$ cat src/rtl/lsu_pkg.sv
// Shared AHB constants, RV32 funct3 encodings, bus FSM states and lane helpers
// for the load/store unit.
package lsu_pkg;

   localparam logic [1:0] HTRANS_IDLE   = 2'b00;
   localparam logic [1:0] HTRANS_NONSEQ = 2'b10;

   localparam logic [2:0] HSIZE_BYTE = 3'b000;
   localparam logic [2:0] HSIZE_HALF = 3'b001;
   localparam logic [2:0] HSIZE_WORD = 3'b010;

   localparam logic [1:0] HRESP_OKAY  = 2'b00;
   localparam logic [1:0] HRESP_ERROR = 2'b01;

   localparam logic [2:0] F3_B  = 3'b000;
   localparam logic [2:0] F3_H  = 3'b001;
   localparam logic [2:0] F3_W  = 3'b010;
   localparam logic [2:0] F3_BU = 3'b100;
   localparam logic [2:0] F3_HU = 3'b101;

   typedef enum logic [1:0] {StIdle, StAddr, StData} bus_state_e;

   function automatic logic [2:0] size_to_hsize(input logic [1:0] size);
      case (size)
         2'b00:   return HSIZE_BYTE;
         2'b01:   return HSIZE_HALF;
         default: return HSIZE_WORD;
      endcase
   endfunction

   function automatic logic is_misaligned(input logic [1:0] size, input logic [1:0] lane);
      case (size)
         2'b00:   return 1'b0;
         2'b01:   return lane[0];
         default: return lane != 2'b00;
      endcase
   endfunction

   function automatic logic [31:0] store_lanes(input logic [1:0] size, input logic [31:0] data);
      case (size)
         2'b00:   return {4{data[7:0]}};
         2'b01:   return {2{data[15:0]}};
         default: return data;
      endcase
   endfunction

   function automatic logic [31:0] load_extend(input logic [2:0] f3, input logic [1:0] lane,
                                               input logic [31:0] rdata);
      logic [31:0] shifted;
      shifted = rdata >> {lane, 3'b000};
      case (f3)
         F3_B:    return {{24{shifted[7]}}, shifted[7:0]};
         F3_BU:   return {24'h0, shifted[7:0]};
         F3_H:    return {{16{shifted[15]}}, shifted[15:0]};
         F3_HU:   return {16'h0, shifted[15:0]};
         default: return rdata;
      endcase
   endfunction

endpackage

$ cat src/rtl/lsu_store_fifo.sv
// In-order store buffer. An entry stays valid until its bus write retires, so the
// word-address match also covers the store currently on the bus.
module lsu_store_fifo #(
   parameter int unsigned ADDR_W   = 32,
   parameter int unsigned SB_DEPTH = 4,
   localparam int unsigned PTR_W   = $clog2(SB_DEPTH),
   localparam int unsigned CNT_W   = PTR_W + 1
) (
   input  logic              clk,
   input  logic              reset,
   input  logic              push,
   input  logic [ADDR_W-1:0] push_addr,
   input  logic [31:0]       push_data,
   input  logic [2:0]        push_funct3,
   input  logic              pop,
   output logic [ADDR_W-1:0] head_addr,
   output logic [31:0]       head_data,
   output logic [2:0]        head_funct3,
   output logic              full,
   output logic              empty,
   output logic [CNT_W-1:0]  count,
   input  logic [ADDR_W-3:0] match_addr,
   output logic              match
);

   logic [ADDR_W-1:0]   addr_q [SB_DEPTH];
   logic [31:0]         data_q [SB_DEPTH];
   logic [2:0]          f3_q   [SB_DEPTH];
   logic [SB_DEPTH-1:0] valid_q;
   logic [PTR_W-1:0]    wr_ptr_q, rd_ptr_q;
   logic [CNT_W-1:0]    count_q;

   always_ff @(posedge clk) begin
      if (push) begin
         addr_q[wr_ptr_q] <= push_addr;
         data_q[wr_ptr_q] <= push_data;
         f3_q[wr_ptr_q]   <= push_funct3;
      end
   end

   always_ff @(posedge clk) begin
      if (reset) begin
         valid_q  <= '0;
         wr_ptr_q <= '0;
         rd_ptr_q <= '0;
         count_q  <= '0;
      end else begin
         if (push) begin
            valid_q[wr_ptr_q] <= 1'b1;
            wr_ptr_q          <= wr_ptr_q + 1'b1;
         end
         if (pop) begin
            valid_q[rd_ptr_q] <= 1'b0;
            rd_ptr_q          <= rd_ptr_q + 1'b1;
         end
         if (push && !pop) begin
            count_q <= count_q + 1'b1;
         end else if (!push && pop) begin
            count_q <= count_q - 1'b1;
         end
      end
   end

   always_comb begin
      match = 1'b0;
      for (int i = 0; i < SB_DEPTH; i++) begin
         if (valid_q[i] && (addr_q[i][ADDR_W-1:2] == match_addr)) begin
            match = 1'b1;
         end
      end
   end

   assign head_addr   = addr_q[rd_ptr_q];
   assign head_data   = data_q[rd_ptr_q];
   assign head_funct3 = f3_q[rd_ptr_q];
   assign count       = count_q;
   assign full        = (count_q == CNT_W'(SB_DEPTH));
   assign empty       = (count_q == '0);

endmodule

$ cat src/rtl/lsu_ahb.sv
// Load/store unit with a buffered store path and a single-outstanding AHB-Lite
// master. Loads bypass buffered stores unless they hit the same word.
module lsu_ahb
   import lsu_pkg::*;
#(
   parameter int unsigned ADDR_W   = 32,
   parameter int unsigned SB_DEPTH = 4
) (
   input  logic              clk,
   input  logic              reset,
   input  logic              req_valid,
   output logic              req_ready,
   input  logic              req_load,
   input  logic              req_store,
   input  logic [ADDR_W-1:0] req_addr,
   input  logic [31:0]       req_wdata,
   input  logic [2:0]        req_funct3,
   input  logic [4:0]        req_rd,
   output logic              rsp_valid,
   output logic [4:0]        rsp_rd,
   output logic [31:0]       rsp_data,
   output logic              err_misaligned,
   output logic              err_bus,
   output logic              sb_empty,
   output logic [ADDR_W-1:0] HADDR,
   output logic [1:0]        HTRANS,
   output logic              HWRITE,
   output logic [2:0]        HSIZE,
   output logic [2:0]        HBURST,
   output logic [31:0]       HWDATA,
   input  logic [31:0]       HRDATA,
   input  logic              HREADY,
   input  logic [1:0]        HRESP
);

   localparam int unsigned CNT_W = $clog2(SB_DEPTH) + 1;

   bus_state_e        state_q, state_d;
   logic              load_pend_q;
   logic [ADDR_W-1:0] pend_addr_q, xfer_addr_q;
   logic [2:0]        pend_f3_q, xfer_f3_q;
   logic [4:0]        pend_rd_q, xfer_rd_q;
   logic              xfer_write_q;
   logic [31:0]       xfer_wdata_q;
   logic              rsp_valid_q, err_mis_q, err_bus_q;
   logic [4:0]        rsp_rd_q;
   logic [31:0]       rsp_data_q;

   logic              is_load, is_store, misaligned, load_busy, accept;
   logic              load_acc, store_push, bus_done, sb_pop, start;
   logic              sb_full, sb_fifo_empty, sb_match;
   logic [ADDR_W-1:0] head_addr;
   logic [31:0]       head_data;
   logic [2:0]        head_f3;
   logic [CNT_W-1:0]  sb_count;

   // A load wins over a store when both are flagged.
   assign is_load    = req_load;
   assign is_store   = req_store && !req_load;
   assign misaligned = is_misaligned(req_funct3[1:0], req_addr[1:0]);
   assign load_busy  = load_pend_q || ((state_q != StIdle) && !xfer_write_q);

   always_comb begin
      req_ready = 1'b1;
      if (is_load) begin
         req_ready = !load_busy && !sb_match;
      end else if (is_store) begin
         req_ready = !sb_full;
      end
   end

   assign accept     = req_valid && req_ready;
   assign load_acc   = accept && is_load && !misaligned;
   assign store_push = accept && is_store && !misaligned;
   assign bus_done   = (state_q == StData) && HREADY;
   assign sb_pop     = bus_done && xfer_write_q;

   lsu_store_fifo #(
      .ADDR_W   (ADDR_W),
      .SB_DEPTH (SB_DEPTH)
   ) u_store_fifo (
      .clk         (clk),
      .reset       (reset),
      .push        (store_push),
      .push_addr   (req_addr),
      .push_data   (req_wdata),
      .push_funct3 (req_funct3),
      .pop         (sb_pop),
      .head_addr   (head_addr),
      .head_data   (head_data),
      .head_funct3 (head_f3),
      .full        (sb_full),
      .empty       (sb_fifo_empty),
      .count       (sb_count),
      .match_addr  (req_addr[ADDR_W-1:2]),
      .match       (sb_match)
   );

   always_comb begin
      state_d = state_q;
      start   = 1'b0;
      unique case (state_q)
         StIdle: begin
            if (load_acc || load_pend_q || !sb_fifo_empty) begin
               state_d = StAddr;
               start   = 1'b1;
            end
         end
         StAddr:  state_d = StData;
         StData:  if (HREADY) state_d = StIdle;
         default: state_d = StIdle;
      endcase
   end

   always_ff @(posedge clk) begin
      if (reset) begin
         state_q      <= StIdle;
         load_pend_q  <= 1'b0;
         pend_addr_q  <= '0;
         pend_f3_q    <= '0;
         pend_rd_q    <= '0;
         xfer_addr_q  <= '0;
         xfer_f3_q    <= '0;
         xfer_rd_q    <= '0;
         xfer_write_q <= 1'b0;
         xfer_wdata_q <= '0;
         rsp_valid_q  <= 1'b0;
         rsp_rd_q     <= '0;
         rsp_data_q   <= '0;
         err_mis_q    <= 1'b0;
         err_bus_q    <= 1'b0;
      end else begin
         state_q     <= state_d;
         err_mis_q   <= accept && (is_load || is_store) && misaligned;
         err_bus_q   <= bus_done && (HRESP == HRESP_ERROR);
         rsp_valid_q <= bus_done && !xfer_write_q;
         if (bus_done && !xfer_write_q) begin
            rsp_rd_q   <= xfer_rd_q;
            rsp_data_q <= (HRESP == HRESP_ERROR) ? 32'h0
                                                 : load_extend(xfer_f3_q, xfer_addr_q[1:0], HRDATA);
         end
         // A load arriving while the bus is busy parks until the FSM returns to idle.
         if (load_acc && (state_q != StIdle)) begin
            load_pend_q <= 1'b1;
            pend_addr_q <= req_addr;
            pend_f3_q   <= req_funct3;
            pend_rd_q   <= req_rd;
         end
         if (start) begin
            if (load_acc) begin
               xfer_addr_q  <= req_addr;
               xfer_f3_q    <= req_funct3;
               xfer_rd_q    <= req_rd;
               xfer_write_q <= 1'b0;
            end else if (load_pend_q) begin
               load_pend_q  <= 1'b0;
               xfer_addr_q  <= pend_addr_q;
               xfer_f3_q    <= pend_f3_q;
               xfer_rd_q    <= pend_rd_q;
               xfer_write_q <= 1'b0;
            end else begin
               xfer_addr_q  <= head_addr;
               xfer_f3_q    <= head_f3;
               xfer_write_q <= 1'b1;
               xfer_wdata_q <= store_lanes(head_f3[1:0], head_data);
            end
         end
      end
   end

   assign HTRANS = (state_q == StAddr) ? HTRANS_NONSEQ : HTRANS_IDLE;
   assign HADDR  = (state_q == StAddr) ? xfer_addr_q : '0;
   assign HWRITE = (state_q == StAddr) && xfer_write_q;
   assign HSIZE  = (state_q == StAddr) ? size_to_hsize(xfer_f3_q[1:0]) : HSIZE_WORD;
   assign HBURST = 3'b000;
   assign HWDATA = ((state_q == StData) && xfer_write_q) ? xfer_wdata_q : 32'h0;

   assign rsp_valid      = rsp_valid_q;
   assign rsp_rd         = rsp_rd_q;
   assign rsp_data       = rsp_data_q;
   assign err_misaligned = err_mis_q;
   assign err_bus        = err_bus_q;
   assign sb_empty       = (sb_count == '0) && !((state_q != StIdle) && xfer_write_q);

endmodule

$ cat config.mk
export PLATFORM = sky130hd
export DESIGN_NAME = lsu_ahb
export DESIGN_NICKNAME = d
export VERILOG_FILES = /design/src/rtl/lsu_pkg.sv /design/src/rtl/lsu_store_fifo.sv /design/src/rtl/lsu_ahb.sv
export SDC_FILE = /design/constraint.sdc
export NUM_CORES = 1
export LEC_CHECK = 0
export ABC_AREA = 1
export CAP_MARGIN = 20
export CORE_ASPECT_RATIO = 1.25
export CORE_MARGIN = 4
export CORE_UTILIZATION = 51
export DETAILED_ROUTE_END_ITERATION = 10
export PLACE_DENSITY = 0.76
export SYNTH_ARGS = -nofsm -noshare
export SYNTH_HDL_FRONTEND = slang
export SYNTH_SLANG_ARGS = --single-unit
$ cat constraint.sdc
create_clock -name clk -period 12.2 [get_ports clk]
set_input_delay 2.44 -clock clk [delete_from_list [all_inputs] [get_ports clk]]
set_output_delay 2.44 -clock clk [all_outputs]
set_load 0.005 [all_outputs]
### Yosys cells after proc, flatten, opt, wreduce, memory -nomap -nowiden

Memory sizes are Yosys's and may differ from the RTL's. A register that Yosys moved wholly into a read port is not among the register bits.
Cells that the tools add are included.

* register bits: 167
* latch bits: 0
* memory bits (writable): 268
* ROM bits: 0
* input bits: 112
* output and inout bits: 115
* logic and storage cells: 155
* memories: 3

* add/subtract/negate cells: 4
* $mul: 0
* divide/modulo/power cells: 0
* order comparisons: 4
* eq/ne operators: 16
* shift-type cells: 1
* multiplexer cells: 49
* bitwise gates (word level): 5
* reduce and logical (&&, ||, !) cells: 54

Memory list
* u_store_fifo.addr_q: words 4, width 32, read ports 5, clocked after memory_dff 1, write ports 1, RTL line lsu_store_fifo.sv:26 `logic [ADDR_W-1:0] addr_q [SB_DEPTH];`
* u_store_fifo.data_q: words 4, width 32, read ports 1, clocked after memory_dff 1, write ports 1, RTL line lsu_store_fifo.sv:27 `logic [31:0] data_q [SB_DEPTH];`
* u_store_fifo.f3_q: words 4, width 3, read ports 1, clocked after memory_dff 1, write ports 1, RTL line lsu_store_fifo.sv:28 `logic [2:0] f3_q [SB_DEPTH];`

Operators by type and width (number)
* two-way mux 32 bit: 5
* one-hot mux 32 bit (4 select lines): 1
* equality test 30 bit: 4
* one-hot mux 32 bit (2 select lines): 1
* >> shifter 32 x 5 -> 16 bit: 1
* logical AND 1 bit: 27
* two-way mux 1 bit: 18
* two-way mux 2 bit: 9
* two-way mux 3 bit: 5
* two-way mux 4 bit: 3
* equality test 2 x 1 -> 1 bit (second input constant): 5
* logical NOT 1 bit: 10
* two-way mux 5 bit: 2
* equality test 3 bit (second input constant): 3
* logical NOT 2 bit: 4
* nonzero test 2 bit: 4
* logical NOT 3 bit: 2
* less-than comparator 2 x 3 -> 1 bit (second input constant): 2
* one-hot mux 2 bit (3 select lines): 1
* adder 2 x 1 -> 2 bit (second input constant): 2
* AND 4 bit: 1
* demux 1 bit (select 2 bit): 2
* greater-or-equal comparator 2 x 1 -> 1 bit (second input constant): 2
* logical OR 1 bit: 4
* 12 further kinds: 15

### Logic depth before layout (Yosys ltp)

An unclocked memory read counts as a cell.

* depth after elaboration: 18
* gate-level depth with buffers: 21

### Cells and area by module

From an unflattened synthesis, not the netlist that was laid out.

* cell total of the unflattened synthesis: 2603
* area total of the unflattened synthesis: 20781.2 um2

By module, submodules not included
* lsu_store_fifo: instances 1, cells an instance 1265, area an instance 12637.1 um2, sequential area each 8308.0 um2
* lsu_ahb: instances 1, cells an instance 1338, area an instance 8144.1 um2, sequential area each 3123.0 um2

### Worst setup path before layout

Ideal clock, no wire load.

* path kind: input -> register
* start: in req_addr[16]
* end: mem u_store_fifo.addr_q[0][0], enable pin
* library setup time: 0.494 ns
* data arrival time: 6.412 ns
* slack: 5.293 ns
* stages on the path: 14
* path through: buf_2 inv_1 nand2_1 nand2_1 nor2_1 nand2_1 nor2_1 nand2_1 nor2_1 nor2_1 nand3_2 a21boi_4 nand3_1 nor2_1

* cells in the longest elaborated chain, start to end: 14
* elaborated cells on any way between the ends: 20

Ends and longest elaborated chain
* start, declared: RTL line lsu_ahb.sv:15 `input logic [ADDR_W-1:0] req_addr,`
* equality test 30 bit: RTL line lsu_store_fifo.sv:67 `if (valid_q[i] && (addr_q[i][ADDR_W-1:2] == match_addr)) begin`
* logical AND 1 bit: RTL line lsu_store_fifo.sv:67
* two-way mux 1 bit (3 in series): RTL line lsu_store_fifo.sv:67
* two-way mux 1 bit *: RTL line lsu_store_fifo.sv:67
* logical NOT 1 bit *: RTL line lsu_ahb.sv:66 `req_ready = !load_busy && !sb_match;`
* logical AND 1 bit *: RTL line lsu_ahb.sv:66
* two-way mux 1 bit *: RTL line lsu_ahb.sv:65 `if (is_load) begin`
* net req_ready: RTL line lsu_ahb.sv:12 `output logic req_ready,`
* logical AND 1 bit *: RTL line lsu_ahb.sv:72 `assign accept = req_valid && req_ready;`
* logical AND 1 bit * (2 in series): RTL line lsu_ahb.sv:74 `assign store_push = accept && is_store && !misaligned;`
* two-way mux 1 bit *: RTL line lsu_store_fifo.sv:34 `if (push) begin`
* two-way mux 1 bit (implied by the code) *: RTL line lsu_store_fifo.sv:35 `addr_q[wr_ptr_q] <= push_addr;`
* end, declared: RTL line lsu_store_fifo.sv:26

Mark *: on every way through the listed nets, which the timed path passes. The rest lies on a longest branch.

### Worst setup path after layout

* start: in req_addr[5]
* end: out req_ready

* cells in the longest elaborated chain, start to end: 9
* elaborated cells on any way between the ends: 15

Ends and longest elaborated chain (RTL line)
* equality test 30 bit: lsu_store_fifo.sv:67
* logical AND 1 bit: lsu_store_fifo.sv:67
* two-way mux 1 bit (3 in series): lsu_store_fifo.sv:67
* two-way mux 1 bit *: lsu_store_fifo.sv:67
* logical NOT 1 bit *: lsu_ahb.sv:66
* logical AND 1 bit *: lsu_ahb.sv:66
* two-way mux 1 bit *: lsu_ahb.sv:65
* end, declared: lsu_ahb.sv:12

Every way passes the cells marked *; elsewhere a longest branch is shown, timed or not.

==> flow_summary_export.csv <==
group,metric,value,unit
die,fp.dieH,232,um
cts,clockBufferDepth,3,
logic_synthesis,synthArstFlopShare,0,%
cts,htreeDepth,2,
cts,clkTransAtPathRegs,60,ps
final_layout,ff_latch_area,0.0114,sq mm
logic_synthesis,synth_top_area_cell,"edfxtp_1",
logic_synthesis,synth-main-ff-cell,"edfxtp_1",
timing,min_period,7400,ps
final_layout,fin_cells,3171,
timing,rsz0062_at_grt,"false",
cts,cts_resized,0,
worst_hold_path,hp-class,"reg -> reg",
route,drt_iter0_drc,1675,
placed_design,place.detailed.hpwl,40800,um
cts,cts_made_buffers,45,
logic_synthesis,ys_types,45,
global_routing,overflow,0,
route,routed_wl,62100,um
logic_synthesis,syn-cell-area,0.0205,sq mm
die,rows,81,
global_routing,grt_pass1_vias,17200,
route,ant_nets,0,
pwr,power_leakage,0.00993,uW
timing,worst_slew_pin_slew,1160,ps
logic_synthesis,synth-seq-cells,437,
placed_design,place.gp.congestion,1.03,
global_routing,grt_max_degree,96,
outcome,status,"complete, no violations",
route,first_pass_iters,6,
final_layout,drive_gt1_share,6.07,%
critical_path,cpMaxStageDelayCell,"clkdlybuf4s50_1",
critical_path,required,9760,ps
final_layout,area_growth_syn_to_layout,19.7,%
critical_path,cp.arrival,4960,ps
job,cap_violations,0,
critical_path,cpPeakStageDelay,710,ps
die,die-area,0.0434,sq mm
global_routing,grt_antenna_before_repair,3,
route,drc,0,
die,die_w,187,um
cts,cts_sinks,437,
critical_path,worst_setup_path_start_kind,"input port",
logic_synthesis,synth_edf_count,268,
cts,cts_tree,"yes",
critical_path,rr_worst_depth,8,
cts,cts_root_buf,"clkbuf_16",
critical_path,crit_cells,12,
global_routing,grt_pass1_wl,95600,um
critical_path,path_delay_family,"buffers and inverters",
critical_path,cp_common_cell,"nor2_1",
worst_hold_path,hold_path_depth,2,
placed_design,dp_cells,3084,
critical_path,path_cells,"clkdlybuf4s50_1 -> inv_2 -> o21ai_1 -> nor2_1 -> nand2_1 -> nor2_1 -> nand2_1 -> nor2_1 -> nor2_1 -> nand3_2 -> a21boi_4 -> clkdlybuf4s50_1",
global_routing,track_usage,27.7,%
timing,setup_tns,0,ps
logic_synthesis,yosys_warnings,0,
final_layout,fin_nets,2756,
cts,postCtsHoldBufs,0,
critical_path,path_class,"in -> out",
die,core,0.0394,sq mm
cts,clkLatencyLatePin,570,ps
final_layout,multi_input_area,0.00761,sq mm
logic_synthesis,yosys-top-cells-area,"edfxtp_1 (39%), dfxtp_1 (17%), nand2_1 (12%), nor2_1 (7.6%), o21ai_0 (5.3%)",
route,vias,17700,
die,initial_core_util,51.9,%
timing,setup_viol,0,
logic_synthesis,synth.top_cell.area_share,39.3,%
final_layout,nFillCells,3352,
final_layout,finish.utilization,62.1,%
placed_design,numPortBuffers,221,
timing,max_freq,135,MHz
critical_path,endpoint_kind,"output port",
route,viasPerCell,5.57,
timing,fin_worst_skew,26.0,ps
critical_path,crit_fanout,9,
critical_path,path_buf_inv,3,
timing,maxSlewViolCount,0,
timing,finalHoldViolCount,0,
timing,finalCritPeriodShare,60.6,%
route,avgRoutedWirePerCell,19.6,um
die,io_pins,227,
cts,postCtsSetupRepairBufs,0,
pwr,power.density,140,mW/mm^2
pwr,ir_worst_vdd,123,uV
logic_synthesis,syn_area_per_cell,8.27,sq um
timing,relSlewSlack,22.8,%
logic_synthesis,seq_area_frac_synth,55.8,%
logic_synthesis,syn_inst,2476,
## worst reg2reg max path: stages, from the launching register on
cell and delay, ps:
dfxtp_1 310, inv_1 450, o21ai_0 380, nor2_1 210, nand3_2 190, a21boi_4 220
nand3_1 410, nor2_4 930, buf_4 730
## area by class of cell
cell class	count	share of cell area, %
Inverter	238	3.65
Clock buffer	60	5.47
Multi-Input combinational cell	1674	31.1
Clock inverter	24	0.965
Tap cell	498	2.54
Antenna cell	2	0.0204
Sequential cell	437	46.7
Timing Repair Buffer	238	9.59
## power by group
part	internal (uW)	switching, uW	total (uW)
clock	861	587	1450
combinational	122	230	352
sequential	1610	23.3	1630
## cell usage after synthesis (2+ instances only)
cell type,count
nand2_1,657
nor2_1,416
edfxtp_1,268
o21ai_0,215
inv_1,203
dfxtp_1,169
a21oi_1,149
clkbuf_1,88
inv_2,32
nor3_1,24
buf_2,23
nand3_1,21
nor3_2,20
a221oi_1,18
o21ai_1,17
o22ai_1,17
and3_1,15
o211ai_1,14
nand4_1,12
a31oi_1,9
buf_1,9
ha_1,9
xnor2_1,9
o31ai_1,8
buf_4,7
a211oi_1,5
o2111ai_1,5
xor2_1,5
a32o_1,4
buf_6,4
nand2_2,4
o21a_1,4
clkinv_1,3
a32oi_1,2
## registers in the layout (all words and copies together), names as in the netlist, 2 cells and up, named ones only
register and flops:
u_store_fifo.wr_ptr_q 2, xfer_rd_q 5, pend_addr_q 32, u_store_fifo.f3_q 12, xfer_f3_q 3, u_store_fifo.count 3
state_q 2, pend_rd_q 5, rsp_data 32, u_store_fifo.valid_q 4, xfer_wdata_q 32, u_store_fifo.rd_ptr_q 2
xfer_addr_q 32, u_store_fifo.addr_q 128, u_store_fifo.data_q 128, rsp_rd 5, pend_f3_q 3
## metrics by stage
| stage | worst slack, ps | total power, uW | instance area (sq um) | hold slack (ps) |
|---|---|---|---|---|
| 2_1_floorplan | 5290 | 1870 | 20500 | 425 |
| 3_3_place_gp | 4810 | 2010 | 22900 | 445 |
| 3_5_place_dp | 4810 | 2010 | 22900 | 448 |
| 4_1_cts | 4800 | 3450 | 24500 | 463 |
| 5_1_grt | 4700 | 3560 | 24500 | 485 |
| 6_report | 4800 | 3440 | 24500 | 461 |
## path summary, 6_finish.rpt
check	slack [ps]	startpoint	endpoint
hold / removal	460	xfer_rd_q[3]	rsp_rd[3]
setup / recovery	4800	req_addr[5]	req_ready
setup reg to reg	7970	load_pend_q	u_store_fifo.data_q[0][22]
hold reg to reg	460	xfer_rd_q[3]	rsp_rd[3]
## layout by cell type (no fill, tap or decap), types with 12 or more instances in the layout
cell	instances
nand2_1	657
nor2_1	412
edfxtp_1	268
clkdlybuf4s50_1	220
o21ai_0	215
inv_1	202
dfxtp_1	168
a21oi_1	149
clkbuf_16	50
inv_2	32
nor3_1	24
nand3_1	21
nor3_2	20
a221oi_1	18
o21ai_1	17
o22ai_1	17
buf_4	17
and3_1	15
o211ai_1	14
nand4_1	12
clkinv_2	12
## metal layers
layer / up-vias / wire length, um / global-route usage (%)
li1: 8426 / - / -
met1: 8269 / 24500 / 35.4
met2: 810 / 29600 / 46.7
met3: 160 / 5210 / 4.78
met4: 2 / 2840 / 12.4
met5: - / 15 / 0
## logic make-up (layout without fill, tap and decap cells)
| kind of cell | Yosys count | after routing | share of synthesized area (%) |
|---|---|---|---|
| adders and majority gates | 10 | 10 | 0.648 |
| DFF | 437 | 437 | 55.8 |
| buffers and inverters | 369 | 560 | 7.18 |
| other | 1 | 7 | 0.0183 |
| xor gates and xnor gates | 14 | 14 | 0.599 |
| AOI/OAI and AO/OA | 470 | 470 | 12.7 |
| and+or+nand+nor | 1175 | 1175 | 23.0 |
No activity file was read; power rests on OpenSTA's default activity.
